**src/rtl/heartbeat_monitor.sv**
```systemverilog
// Heartbeat receive checker: synchronises a peer heartbeat, measures edge intervals, reports alive/fault.
// Build option HB_MON_STICKY_FAULT_EN: a fault latches until iFaultClr (or reset) instead of self-recovering.
//
//  state     | meaning
//  ST_ACQ    | collecting consecutive good intervals, not yet alive
//  ST_LOCKED | source alive and in tolerance
//  ST_FAULT  | fault reported, cause latched in oFaultCode

module heartbeat_monitor #(
    parameter  int HB_DIV     = 249999,
    parameter  int TOL        = 25000,
    parameter  int LOCK_EDGES = 4,
    localparam int CNT_W      = $clog2(HB_DIV + 1 + TOL + 2)
) (
    input  logic             iClk,
    input  logic             iRst_n,
    input  logic             iHeartBeat,
    input  logic             iFaultClr,
    output logic             oEdgePulse,
    output logic             oAlive,
    output logic             oFault,
    output logic [1:0]       oFaultCode,
    output logic [CNT_W-1:0] oLastInterval
);

    localparam int P_NOM = HB_DIV + 1;
    localparam int GW    = $clog2(LOCK_EDGES + 1);

    localparam logic [CNT_W-1:0] LIM_C  = CNT_W'(P_NOM + TOL + 1);
    localparam logic [CNT_W-1:0] LO_C   = CNT_W'(P_NOM - TOL);
    localparam logic [CNT_W-1:0] HI_C   = CNT_W'(P_NOM + TOL);
    localparam logic [GW-1:0]    LOCK_C = GW'(LOCK_EDGES);

    localparam logic [1:0] ST_ACQ    = 2'd0;
    localparam logic [1:0] ST_LOCKED = 2'd1;
    localparam logic [1:0] ST_FAULT  = 2'd2;

    localparam logic [1:0] CODE_NONE = 2'b00;
    localparam logic [1:0] CODE_FAST = 2'b01;
    localparam logic [1:0] CODE_SLOW = 2'b10;

    logic             sync1_q, sync1_d;
    logic             sync2_q, sync2_d;
    logic             prev_q, prev_d;
    logic [CNT_W-1:0] cnt_q, cnt_d;
    logic             tmo_q, tmo_d;
    logic             first_q, first_d;
    logic [GW-1:0]    good_q, good_d;
    logic [1:0]       state_q, state_d;
    logic             edge_pulse_q, edge_pulse_d;
    logic             alive_q, alive_d;
    logic             fault_q, fault_d;
    logic [1:0]       code_q, code_d;
    logic [CNT_W-1:0] last_q, last_d;

    logic hb_edge;
    logic clr;
    logic tmo_hit;
    logic eval;
    logic ev_good;
    logic ev_fast;
    logic ev_slow;

`ifdef HB_MON_STICKY_FAULT_EN
    assign clr = iFaultClr && (state_q == ST_FAULT);
`else
    logic unused_fault_clr;
    assign unused_fault_clr = iFaultClr;
    assign clr = 1'b0;
`endif

    always_comb begin
        sync1_d = iHeartBeat;
        sync2_d = sync1_q;
        prev_d  = sync2_q;
        hb_edge = sync2_q ^ prev_q;

        // tmo_q keeps a held-at-limit counter from reporting the same loss every cycle
        tmo_hit = !hb_edge && (cnt_q == LIM_C) && !tmo_q;
        eval    = hb_edge && !first_q && !clr;
        ev_good = eval && (cnt_q >= LO_C) && (cnt_q <= HI_C);
        ev_fast = eval && (cnt_q < LO_C);
        ev_slow = (eval && (cnt_q > HI_C)) || (tmo_hit && !clr);

        if (hb_edge)
            cnt_d = CNT_W'(1);
        else if (cnt_q == LIM_C)
            cnt_d = cnt_q;
        else
            cnt_d = cnt_q + 1'b1;

        if (hb_edge)
            tmo_d = 1'b0;
        else
            tmo_d = tmo_q | tmo_hit;

        if (clr)
            first_d = !hb_edge;
        else if (hb_edge)
            first_d = 1'b0;
        else
            first_d = first_q;

        last_d = eval ? cnt_q : last_q;

        if (clr || ev_fast || ev_slow)
            good_d = '0;
        else if (ev_good && (good_q != LOCK_C))
            good_d = good_q + 1'b1;
        else
            good_d = good_q;

        state_d = state_q;
        code_d  = code_q;
        case (state_q)
            ST_ACQ: begin
                if (ev_slow) begin
                    state_d = ST_FAULT;
                    code_d  = CODE_SLOW;
                end else if (ev_good && (good_d == LOCK_C)) begin
                    state_d = ST_LOCKED;
                end
            end
            ST_LOCKED: begin
                if (ev_fast) begin
                    state_d = ST_FAULT;
                    code_d  = CODE_FAST;
                end else if (ev_slow) begin
                    state_d = ST_FAULT;
                    code_d  = CODE_SLOW;
                end
            end
            ST_FAULT: begin
                if (clr) begin
                    state_d = ST_ACQ;
                    code_d  = CODE_NONE;
`ifndef HB_MON_STICKY_FAULT_EN
                end else if (ev_good && (good_d == LOCK_C)) begin
                    state_d = ST_LOCKED;
                    code_d  = CODE_NONE;
`endif
                end
            end
            default: begin
                state_d = ST_ACQ;
                code_d  = CODE_NONE;
            end
        endcase

        edge_pulse_d = hb_edge;
        alive_d      = (state_d == ST_LOCKED);
        fault_d      = (state_d == ST_FAULT);
    end

    always_ff @(posedge iClk or negedge iRst_n) begin
        if (!iRst_n) begin
            sync1_q      <= 1'b0;
            sync2_q      <= 1'b0;
            prev_q       <= 1'b0;
            cnt_q        <= '0;
            tmo_q        <= 1'b0;
            first_q      <= 1'b1;
            good_q       <= '0;
            state_q      <= ST_ACQ;
            edge_pulse_q <= 1'b0;
            alive_q      <= 1'b0;
            fault_q      <= 1'b0;
            code_q       <= CODE_NONE;
            last_q       <= '0;
        end else begin
            sync1_q      <= sync1_d;
            sync2_q      <= sync2_d;
            prev_q       <= prev_d;
            cnt_q        <= cnt_d;
            tmo_q        <= tmo_d;
            first_q      <= first_d;
            good_q       <= good_d;
            state_q      <= state_d;
            edge_pulse_q <= edge_pulse_d;
            alive_q      <= alive_d;
            fault_q      <= fault_d;
            code_q       <= code_d;
            last_q       <= last_d;
        end
    end

    assign oEdgePulse    = edge_pulse_q;
    assign oAlive        = alive_q;
    assign oFault        = fault_q;
    assign oFaultCode    = code_q;
    assign oLastInterval = last_q;

endmodule

```
**config.mk**
```make
export PLATFORM = sky130hd
export DESIGN_NAME = heartbeat_monitor
export DESIGN_NICKNAME = d
export VERILOG_FILES = /design/src/rtl/heartbeat_monitor.sv
export SDC_FILE = /design/constraint.sdc
export NUM_CORES = 1
export LEC_CHECK = 0
export ABC_AREA = 1
export CAP_MARGIN = 25
export CORE_MARGIN = 5
export CORE_UTILIZATION = 53
export CTS_CLUSTER_SIZE = 40
export DETAILED_ROUTE_END_ITERATION = 16
export PLACE_DENSITY = 0.75
export SLEW_MARGIN = 20
export SYNTH_ARGS = -nofsm -noshare
export SYNTH_HDL_FRONTEND = slang
export SYNTH_SLANG_ARGS = --single-unit
```
**constraint.sdc**
```tcl
create_clock -name iClk -period 3.5 [get_ports iClk]
set_clock_uncertainty 0.05 [all_clocks]
set_input_delay 0.7 -clock iClk [delete_from_list [all_inputs] [get_ports iClk]]
set_output_delay 0.7 -clock iClk [all_outputs]
set_load 0.1 [all_outputs]
```
==> results.txt <==
Tcrit/Tclk final - 0.7318
worst flop-to-flop path startpoint - prev_d
vias in the first global route - 1952
Final Power - 0.001090 W
NetSw - 0.0003025 W
WHS Endpoint - prev_d
Overflow after GRT - 0
layout net count - 340
Mapped Cells - 302
area share of the largest cell type after synthesis - 0.5053
first-pass GRT wire length - 8707 microns
chip width - 79.70 microns
Worst EP required - 2750 ps
Synth Register Bits - 53
most frequent cells in the layout - 61 x nand2_1, 52 x dfrtp_1, 34 x o21ai_0
Core Region - 0.004723 sq mm
drt first-iter violations - 78
Seq pwr share - 0.579
worst hold path cell count - 0
post-synthesis average cell area - 8.526 sq um
Clk pwr share - 0.308
Tot GR Track Use - 0.1781
Fillers - 419
Slew headroom - 0.3519
CP bufs+invs - 1
Yosys top cell by area - dfrtp_1
share of layout cells above drive strength 1 - 0.1355
first drt pass iteration count - 4
Final TNS setup - 0 ps
TritonCTS clock tree - done
kind of end point of the critical path - output pin
worst-path maximum fanout - 2
drt via density - 5.040
arrival time worst endpoint - 1810 ps
synthesized cell area - 0.002575 sq mm
Hold WC Path Type - flip-flop to flip-flop
synthesis-to-finish area growth - 15.65%
Ports - 28
Comb power frac - 0.113
largest cells by area after synthesis - dfrtp_1 51%, nand2_1 8.9%, o21ai_0 6.6%
PD cells - 365.9 mW/mm^2
Int Pwr - 0.0007872 W
register area share after synthesis - 0.5155
initial antenna violation count - 0
clock root cell - clkbuf_8
peak supply drop - 0.2354 mV
Clk pin slew, worst setup/hold paths - 90 ps
R2R depth - 11
RSZ-0062 raised after global routing - false
largest net degree at the start of global routing - 40
max-cap violations - 0
synth warn - 0
residual DRC count - 0
HP Start - sync1_q
crit path cell chain - clkdlybuf4s50_1
Final ANT Viol Nets - 0
post-CTS setup buffer count - 0
commonest non-fill, non-tap cell in the layout - nand2_1
die height - 79.70 microns
Placement Setup Slack - 1060 ps
WL final - 5038 microns
Placer Congestion - 0.8850
Die Area - 0.006352 sq mm
WL/cell - 12.63 microns
# clock sinks - 53
Max Fclk - 390.4 MHz
number of distinct library cells after synthesis - 30
post-CTS resize count - 0
clk_lat worst skew - 310 ps
Max Root-Sink Buffers - 2
crit path from - oLastInterval[4]
PnR worst setup slack - 938.7 ps
CTS H-tree depth - 2
Starting Density - 0.5452
Crit path max-delay family - buffers and inverters
worst hold slack - 310.6 ps
# rows - 25
final worst path period need - 2561 ps
Final setup violation count - 0
critical path class - flip-flop to output pin
hold buffer count at cts - 0
ant diodes - 0
reg2reg end - state_q[1]
Max stage delay cell, worst path - clkdlybuf4s50_1
switching share of power - 0.2776
status - finished clean
Worst setup SP type - flip-flop
Worst R2R Setup Slack - 1050 ps
Final Hold Fails - 0
Worst Tran Pin Value - 969.1 ps
Inserted Clock Buffers - 5
max-slew violations - 0
Via Count - 2011
IO Port Bufs - 26
dpl hpwl - 3698 microns
Leak Pwr - 1.317 nW
slowest stage delay, CP - 1140 ps
Post-Syn Nets - 311
==> cells by family (layout without fill, tap and decap cells) <==
kind of cell	count (synthesis)	in the layout	synth area share
buffers and inverters	45	75	0.06706
flip-flops	53	53	0.5156
XOR/XNOR	3	3	0.01021
AO/OA/AOI/OAI	56	56	0.1171
adder cells (fa/ha/maj)	5	5	0.02430
AND/OR/NAND/NOR	140	140	0.2658
==> cells in the mapped netlist (all sizes together) <==
library cell  instances
clkbuf                4
nand3                17
buf                   1
inv                  40
nand2                68
o221ai                1
o21a                  1
nor3                 10
nor3b                 1
o21ai                37
a21oi                17
dfstp                 1
ha                    5
dfrtp                52
xor2                  2
and2                  1
nand4                 7
or2                   1
xnor2                 1
nor2                 35
==> area by class of cell <==
cell class | instances | area (sq um) | share of cell area
well taps | 67 | 83.83 | 0.02815
flip-flops and latches | 53 | 1328 | 0.4458
inverters | 40 | 150.1 | 0.05042
clock inverters | 3 | 17.52 | 0.005882
repair buffers | 27 | 255.2 | 0.08571
multi-input cells | 204 | 1075 | 0.3609
clock buffers | 5 | 68.82 | 0.02311
==> how the worst max path moves through the flow <==
stage,depth (start not counted),end
finish,1,oLastInterval[4]
global placement,11,oFault
global route,11,oFault
floorplan,12,oFault
detailed placement,11,state_q[1]
CTS,1,oLastInterval[4]
==> power groups by stage <==
stage	logic (W)	clock network (W)	registers, W
floorplan	0.0000401	0	0.000690
global placement	0.000123	0	0.000643
detailed placement	0.000124	0	0.000643
CTS	0.000124	0.000342	0.000631
global route	0.000135	0.000373	0.000633
finish	0.000123	0.000336	0.000631
==> through the flow <==
stage / area (sq um) / utilization / cells
2_1_floorplan: 2575 / - / 302
3_3_place_gp: 2892 / 0.6122 / 391
3_5_place_dp: 2892 / 0.6122 / 391
4_1_cts: 2978 / 0.6305 / 399
5_1_grt: 2978 / 0.6305 / 399
6_report: 2978 / 0.6305 / 399
==> layer usage <==
layer	vias up	track usage	share of wire
li1	1034	-	-
met1	938	0.2143	0.46
met2	30	0.3047	0.49
met3	9	0.04176	0.037
met4	0	0.07388	0.016
met5	-	0	0
==> registers in the layout (all words and copies together), names as in the netlist, 2 cells and up <==
name,count
cnt_q,19
good_q,3
oFaultCode,2
oLastInterval,19
state_q,2
Power figures use the tool's default switching activity.
